[src/rtl/clock_pkg.sv]
// Shared types, constants and load-validation helpers for the hh:mm time-of-day counter.
package clock_pkg;

  localparam int unsigned DIGIT_W = 4;

  typedef logic [DIGIT_W-1:0] bcd_t;

  typedef struct packed {
    bcd_t hh_t;
    bcd_t hh_u;
    bcd_t mm_t;
    bcd_t mm_u;
  } hh_mm_t;

  localparam bcd_t       MAX_UNITS         = 4'd9;
  localparam bcd_t       MAX_MIN_TENS      = 4'd5;
  localparam logic [7:0] HOUR_MAX_24       = 8'h23;
  localparam logic [7:0] HOUR_MAX_12       = 8'h12;
  localparam logic [7:0] HOUR_MIN_12       = 8'h01;
  localparam logic [7:0] HOUR_PM_TOGGLE_12 = 8'h11;

  typedef enum logic {
    RUN  = 1'b0,
    LOAD = 1'b1
  } state_t;

  function automatic logic mm_valid(input logic [7:0] mm_v);
    return (mm_v[7:4] <= MAX_MIN_TENS) && (mm_v[3:0] <= MAX_UNITS);
  endfunction

  // Units digit is checked separately so values like 8'h1A are rejected.
  function automatic logic hh_valid(input logic [7:0] hh_v, input logic twelve);
    logic ok;
    ok = (hh_v[3:0] <= MAX_UNITS);
    if (twelve) ok = ok && (hh_v >= HOUR_MIN_12) && (hh_v <= HOUR_MAX_12);
    else        ok = ok && (hh_v <= HOUR_MAX_24);
    return ok;
  endfunction

endpackage

[src/rtl/bcd_digit_counter.sv]
// Single BCD digit: counts 0..wrap_val on enable, synchronous load, combinational carry out.
module bcd_digit_counter
  import clock_pkg::*;
#(
  parameter bcd_t RESET_VAL = 4'd0
) (
  input  logic clk,
  input  logic reset,
  input  logic en,
  input  bcd_t wrap_val,
  input  logic ld,
  input  bcd_t ld_val,
  output bcd_t q,
  output logic carry_c
);

  bcd_t q_q;
  bcd_t q_d;

  always_comb begin
    q_d = q_q;
    if (ld)      q_d = ld_val;
    else if (en) q_d = (q_q == wrap_val) ? 4'd0 : q_q + 4'd1;
  end

  always_ff @(posedge clk or posedge reset) begin
    if (reset) q_q <= RESET_VAL;
    else       q_q <= q_d;
  end

  assign q       = q_q;
  assign carry_c = en && (q_q == wrap_val);

endmodule

[src/rtl/hhmm_time_counter.sv]
// Time-of-day counter: synchronises the minute clock, counts BCD hh:mm (24 h or 12 h),
// and accepts validated loads through a valid/ready handshake.
module hhmm_time_counter
  import clock_pkg::*;
#(
  parameter int unsigned SYNC_STAGES = 2,
  parameter bit          TWELVE_HOUR = 1'b0
) (
  input  logic       clk,
  input  logic       reset,
  input  logic       min_clk,
  input  logic       set_valid,
  output logic       set_ready,
  input  logic [7:0] set_hh,
  input  logic [7:0] set_mm,
  input  logic       set_pm,
  output logic [7:0] hh,
  output logic [7:0] mm,
  output logic       pm,
  output logic       min_pulse,
  output logic       hour_pulse,
  output logic       day_pulse,
  output logic       set_err
);

  localparam bcd_t       HH_T_RST     = TWELVE_HOUR ? HOUR_MAX_12[7:4] : 4'd0;
  localparam bcd_t       HH_U_RST     = TWELVE_HOUR ? HOUR_MAX_12[3:0] : 4'd0;
  localparam bcd_t       HH_WRAP_T    = TWELVE_HOUR ? HOUR_MIN_12[7:4] : 4'd0;
  localparam bcd_t       HH_WRAP_U    = TWELVE_HOUR ? HOUR_MIN_12[3:0] : 4'd0;
  localparam bcd_t       HH_TENS_WRAP = TWELVE_HOUR ? HOUR_MAX_12[7:4] : HOUR_MAX_24[7:4];
  localparam logic [7:0] HH_LAST      = TWELVE_HOUR ? HOUR_MAX_12 : HOUR_MAX_24;

  logic [SYNC_STAGES-1:0] sync_q, sync_d;
  logic [SYNC_STAGES-1:0] fill_q, fill_d;
  logic                   prev_q, prev_d;
  logic                   armed_q, armed_d;
  logic                   sync_last_c, tick_c;

  state_t state_q, state_d;
  logic   set_ready_q, set_ready_d;
  hh_mm_t ld_val_q, ld_val_d;
  logic   ld_pm_q, ld_pm_d;
  logic   ld_ok_q, ld_ok_d;
  logic   set_err_q, set_err_d;
  logic   accept_c, load_c, inc_c, set_ok_c;

  logic pm_q, pm_d;
  logic min_pulse_q, min_pulse_d;
  logic hour_pulse_q, hour_pulse_d;
  logic day_pulse_q, day_pulse_d;

  bcd_t       mm_units, mm_tens, hh_units, hh_tens;
  bcd_t       hh_t_ld_val, hh_u_ld_val;
  logic       mu_carry_c, mt_carry_c, hu_carry_c, ht_carry_c;
  logic       hour_adv_c, hour_wrap_c, hh_ld_c;
  logic [7:0] hh_c;

  // Edge detect is armed only after a genuine low sample, so a high min_clk at release is ignored.
  always_comb begin
    sync_last_c = sync_q[SYNC_STAGES-1];
    sync_d      = {sync_q[SYNC_STAGES-2:0], min_clk};
    fill_d      = {fill_q[SYNC_STAGES-2:0], 1'b1};
    prev_d      = sync_last_c;
    armed_d     = armed_q | (fill_q[SYNC_STAGES-1] & ~sync_last_c);
    tick_c      = armed_q & sync_last_c & ~prev_q;
  end

  always_comb begin
    state_d     = state_q;
    ld_val_d    = ld_val_q;
    ld_pm_d     = ld_pm_q;
    ld_ok_d     = ld_ok_q;
    set_err_d   = 1'b0;
    set_ok_c    = mm_valid(set_mm) && hh_valid(set_hh, TWELVE_HOUR);
    accept_c    = (state_q == RUN) && set_ready_q && set_valid;
    load_c      = (state_q == LOAD) && ld_ok_q;
    case (state_q)
      RUN: begin
        if (accept_c) begin
          state_d   = LOAD;
          ld_val_d  = hh_mm_t'({set_hh, set_mm});
          ld_pm_d   = set_pm;
          ld_ok_d   = set_ok_c;
          set_err_d = ~set_ok_c;
        end
      end
      LOAD:    state_d = RUN;
      default: state_d = RUN;
    endcase
    set_ready_d = (state_d == RUN);
    // Ticks seen while a load is being accepted or written are dropped whole.
    inc_c = tick_c && (state_q == RUN) && !accept_c;
  end

  bcd_digit_counter #(.RESET_VAL(4'd0)) u_mm_units (
    .clk(clk), .reset(reset), .en(inc_c), .wrap_val(MAX_UNITS),
    .ld(load_c), .ld_val(ld_val_q.mm_u), .q(mm_units), .carry_c(mu_carry_c)
  );

  bcd_digit_counter #(.RESET_VAL(4'd0)) u_mm_tens (
    .clk(clk), .reset(reset), .en(mu_carry_c), .wrap_val(MAX_MIN_TENS),
    .ld(load_c), .ld_val(ld_val_q.mm_t), .q(mm_tens), .carry_c(mt_carry_c)
  );

  // Hour wrap (23->00 or 12->01) is an override load rather than a natural digit carry.
  always_comb begin
    hh_c        = {hh_tens, hh_units};
    hour_adv_c  = mt_carry_c;
    hour_wrap_c = hour_adv_c && (hh_c == HH_LAST);
    hh_ld_c     = load_c || hour_wrap_c;
    hh_t_ld_val = load_c ? ld_val_q.hh_t : HH_WRAP_T;
    hh_u_ld_val = load_c ? ld_val_q.hh_u : HH_WRAP_U;
  end

  bcd_digit_counter #(.RESET_VAL(HH_U_RST)) u_hh_units (
    .clk(clk), .reset(reset), .en(hour_adv_c && !hour_wrap_c), .wrap_val(MAX_UNITS),
    .ld(hh_ld_c), .ld_val(hh_u_ld_val), .q(hh_units), .carry_c(hu_carry_c)
  );

  bcd_digit_counter #(.RESET_VAL(HH_T_RST)) u_hh_tens (
    .clk(clk), .reset(reset), .en(hu_carry_c), .wrap_val(HH_TENS_WRAP),
    .ld(hh_ld_c), .ld_val(hh_t_ld_val), .q(hh_tens), .carry_c(ht_carry_c)
  );

  always_comb begin
    pm_d         = 1'b0;
    day_pulse_d  = hour_wrap_c;
    min_pulse_d  = inc_c;
    hour_pulse_d = hour_adv_c;
    if (TWELVE_HOUR) begin
      pm_d        = pm_q;
      day_pulse_d = 1'b0;
      if (load_c) begin
        pm_d = ld_pm_q;
      end else if (hour_adv_c && (hh_c == HOUR_PM_TOGGLE_12)) begin
        pm_d        = ~pm_q;
        day_pulse_d = pm_q;
      end
    end
  end

  always_ff @(posedge clk or posedge reset) begin
    if (reset) begin
      sync_q       <= '0;
      fill_q       <= '0;
      prev_q       <= 1'b0;
      armed_q      <= 1'b0;
      state_q      <= RUN;
      set_ready_q  <= 1'b0;
      ld_val_q     <= '0;
      ld_pm_q      <= 1'b0;
      ld_ok_q      <= 1'b0;
      set_err_q    <= 1'b0;
      pm_q         <= 1'b0;
      min_pulse_q  <= 1'b0;
      hour_pulse_q <= 1'b0;
      day_pulse_q  <= 1'b0;
    end else begin
      sync_q       <= sync_d;
      fill_q       <= fill_d;
      prev_q       <= prev_d;
      armed_q      <= armed_d;
      state_q      <= state_d;
      set_ready_q  <= set_ready_d;
      ld_val_q     <= ld_val_d;
      ld_pm_q      <= ld_pm_d;
      ld_ok_q      <= ld_ok_d;
      set_err_q    <= set_err_d;
      pm_q         <= pm_d;
      min_pulse_q  <= min_pulse_d;
      hour_pulse_q <= hour_pulse_d;
      day_pulse_q  <= day_pulse_d;
    end
  end

  assign set_ready  = set_ready_q;
  assign set_err    = set_err_q;
  assign hh         = {hh_tens, hh_units};
  assign mm         = {mm_tens, mm_units};
  assign pm         = pm_q;
  assign min_pulse  = min_pulse_q;
  assign hour_pulse = hour_pulse_q;
  assign day_pulse  = day_pulse_q;

endmodule

[config.mk]
export PLATFORM = sky130hd
export DESIGN_NAME = hhmm_time_counter
export DESIGN_NICKNAME = d
export VERILOG_FILES = /design/src/rtl/clock_pkg.sv /design/src/rtl/bcd_digit_counter.sv /design/src/rtl/hhmm_time_counter.sv
export SDC_FILE = /design/constraint.sdc
export NUM_CORES = 1
export LEC_CHECK = 0
export CORE_MARGIN = 1.5
export CORE_UTILIZATION = 35
export CTS_BUF_LIST = sky130_fd_sc_hd__clkbuf_4 sky130_fd_sc_hd__clkbuf_8 sky130_fd_sc_hd__clkbuf_16
export CTS_CLUSTER_DIAMETER = 60
export DETAILED_ROUTE_END_ITERATION = 8
export GPL_TIMING_DRIVEN = 0
export MAX_ROUTING_LAYER = met4
export PLACE_DENSITY_LB_ADDON = 0.25
export SETUP_SLACK_MARGIN = 0.4
export SYNTH_ARGS = -nofsm -noshare
export SYNTH_HDL_FRONTEND = slang
export SYNTH_SLANG_ARGS = --single-unit
[constraint.sdc]
create_clock -name clk -period 2.63 [get_ports clk]
set_input_delay 0.526 -clock clk [delete_from_list [all_inputs] [get_ports clk]]
set_output_delay 0.526 -clock clk [all_outputs]
set_load 0.01 [all_outputs]
==> results.json <==
{
  "r2r_end": "u_hh_tens.q[1]$_DFFE_PP0P_",
  "initial_utilization_pct": 36.4,
  "postCtsHoldBufs": 0,
  "final_common_cell": "nand2_1",
  "overflow": 0,
  "slowest_stage": "or4b_1",
  "grt_pass1_wl_microns": 7410,
  "synth-main-ff-cell": "dfrtp_1",
  "finalHoldViolations": 0,
  "setup_violations": 0,
  "fmax_mhz": 477,
  "nets": 282,
  "synth_edf_count": 0,
  "vdd_ir_drop_max_uv": 270,
  "num_rows": 27,
  "cts_tree": "done",
  "startpoint_type": "flop",
  "synthesis.instances": 213,
  "synth_top_area_share_pct": 55.8,
  "ios": 43,
  "ff2ff_path_depth": 7,
  "place.gp.congestion": 0.837,
  "cts_sinks": 45,
  "worst_hold_path_type": "reg2reg",
  "cp_data_arrival_time_ns": 2.33,
  "worstMarginPinSlew_ns": 0.520,
  "power_w": 0.00219,
  "worst_hold_path.endpoint": "sync_q[1]$_DFF_PP0_",
  "drtIter0Drc": 129,
  "drc_errors": 0,
  "drtPass1Iterations": 4,
  "clockBufferDepth": 2,
  "numCtsBuffers": 5,
  "die_w_microns": 78.9,
  "status": "complete, no violations",
  "viasPerCell": 4.87,
  "core_sq_um": 5540,
  "grt_use_total_pct": 15.8,
  "num_antenna_cells": 0,
  "synth_area_sq_um": 2020,
  "rrSetupSlack_ns": 0.53,
  "crit_type": "reg2reg",
  "synth.avg_cell_area_sq_um": 9.48,
  "num_vias": 1626,
  "synth_fp_nets": 234,
  "setup_tns_ns": 0,
  "slowest_delay_ns": 0.46,
  "min_period_ns": 2.10,
  "wl_per_cell_microns": 12.8,
  "die_h_microns": 78.9,
  "antenna_left": 0,
  "clkTransAtPathRegs_ns": 0.08,
  "clk_latency_ns": 0.29,
  "layout-drive-gt1-share_pct": 9.16,
  "antenna_found_initial": 0,
  "r2r_start": "u_mm_units.q[1]$_DFFE_PP0P_",
  "finalCritPeriodShare_pct": 79.7,
  "ff_latch_area_sq_um": 1130,
  "io_buffers": 40,
  "path_delay_family": "simple AND/OR/NAND/NOR gates",
  "ys_types": 48,
  "critPathMaxFanout": 8,
  "crit_chain": "buf_6, and4bb_1, nand4_1, or4_1, buf_4, or4b_1, nand3_1",
  "slew_headroom_pct": 64.5,
  "die-area_sq_um": 6230,
  "yosys.area.top_type": "dfrtp_1",
  "min_path_cells": 0,
  "ys_ff_latch": 45,
  "maxCapViolations": 0,
  "htreeDepth": 2,
  "rsz0062_at_grt": "no",
  "synthToLayoutAreaGrowth_pct": 31.8,
  "critical_path_buf_inv_count": 2,
  "wirelength_microns": 4280,
  "cellPowerDensity_nw_per_um2": 825,
  "ys_seq_area_share_pct": 55.8,
  "nFillCells": 553,
  "synth.area.top_cells": "dfrtp_1 (56%), nand2_1 (11%), o21ai_0 (3.0%), nand3_1 (2.0%), mux2_2 (1.7%)",
  "p_leak_nw": 1.15,
  "min_from": "sync_q[0]$_DFF_PP0_",
  "yosysWarningCount": 0,
  "synthArstFlopShare_pct": 100,
  "endpoint_kind": "flop",
  "crit_required_ns": 2.86,
  "grt_start_max_net_pins": 34,
  "cts-root-buf": "clkbuf_8",
  "grt_pass1_vias": 1472,
  "dp_hpwl_microns": 3140,
  "final_cell_mix": "nand2_1 (59), dfrtp_1 (45), clkdlybuf4s50_1 (40)",
  "final_max_slew_viol_count": 0,
  "multiInputGateArea_sq_um": 820,
  "fin_skew_ns": 0.00448
}
## repair_timing
| item | in CTS | in global routing |
|---|---|---|
| setup endpoints to repair | 0 | 12 |
| buffers inserted | 0 | 0 |
| resized for setup | 0 | 5 |
## report_power, final
group | total, W | internal [W] | switching (W)
clock | 0.000540 | 0.000309 | 0.000231
combinational | 0.000632 | 0.000354 | 0.000278
sequential | 0.00102 | 0.000845 | 0.000178
total | 0.00219 | 0.00151 | 0.000687
## Yosys cell counts (all sizes together) (4+ instances only)
library cell / count
nand2: 60
and3: 4
inv: 7
a31oi: 4
dfrtp: 45
buf: 5
nor3: 4
nor2b: 4
clkbuf: 5
o21ai: 13
a21oi: 5
nor2: 8
nand3: 8
## layer usage
layer | GRT usage (%) | wire, microns
met5 | - | 0
met2 | 21.9 | 1920
met4 | 4.91 | 30
met3 | 3.33 | 204
met1 | 23.0 | 2120
## worst register-to-register path, delay by kind of cell, from the launching register on
kind / cells / cell delay, ns
simple gates: 5 / 1.34
flops: 1 / 0.39
buf+inv: 2 / 0.31
## state kept, by name, indices dropped and copies added (netlist names)
signal and flops:
armed_q 1, u_mm_units.q 4, hour_pulse 1, day_pulse 1
u_mm_tens.q 4, fill_q 2, sync_q 2, prev_q 1
set_err 1, set_ready 1, ld_ok_q 1, ld_val_q 16
u_hh_units.q 4, u_hh_tens.q 4, state_q 1, min_pulse 1
## per-stage QoR
step | cell area [sq um] | util, % | setup slack [ns] | std cells | hold slack (ns)
finish | 2660 | 48.0 | 0.534 | 334 | 0.355
global route | 2660 | 48.0 | 0.397 | 334 | 0.362
floorplan | 2020 | - | 0.507 | 213 | 0.331
detailed placement | 2530 | 45.6 | 0.0895 | 326 | 0.336
CTS | 2650 | 47.8 | 0.403 | 334 | 0.355
global placement | 2510 | 45.3 | 0.110 | 325 | 0.331
## cells by family (layout without fill, tap and decap cells)
family | Yosys count | count (layout) | share of synthesized area [%]
buf+inv | 18 | 67 | 3.97
xor+xnor | 4 | 4 | 1.74
other cells | 2 | 2 | 0.372
mux | 4 | 4 | 2.17
compound gates | 35 | 35 | 11.1
flops | 45 | 45 | 55.8
simple gates | 105 | 105 | 24.9
## worst max path at each step
stage | start | end | slack [ns] | cells after the start
3_3_place_gp | set_valid | u_hh_tens.q[1]$_DFFE_PP0P_ | 0.11 | 7
4_1_cts | set_valid | u_hh_tens.q[1]$_DFFE_PP0P_ | 0.40 | 7
2_1_floorplan | u_mm_units.q[1]$_DFFE_PP0P_ | u_hh_tens.q[1]$_DFFE_PP0P_ | 0.51 | 7
6_report | u_mm_units.q[1]$_DFFE_PP0P_ | u_hh_tens.q[1]$_DFFE_PP0P_ | 0.53 | 7
5_1_grt | u_mm_units.q[1]$_DFFE_PP0P_ | u_hh_tens.q[1]$_DFFE_PP0P_ | 0.40 | 7
3_5_place_dp | set_valid | u_hh_tens.q[1]$_DFFE_PP0P_ | 0.09 | 7
## area by class of cell
type	instances	share of cell area, %
sequential	45	42.3
multi-input combinational	150	30.8
timing repair buffer	41	15.8
tap	72	3.39
clock buffer	6	3.10
buffer	10	2.02
clock inverter	2	1.41
inverter	8	1.13
Power figures use the tool's default switching activity.
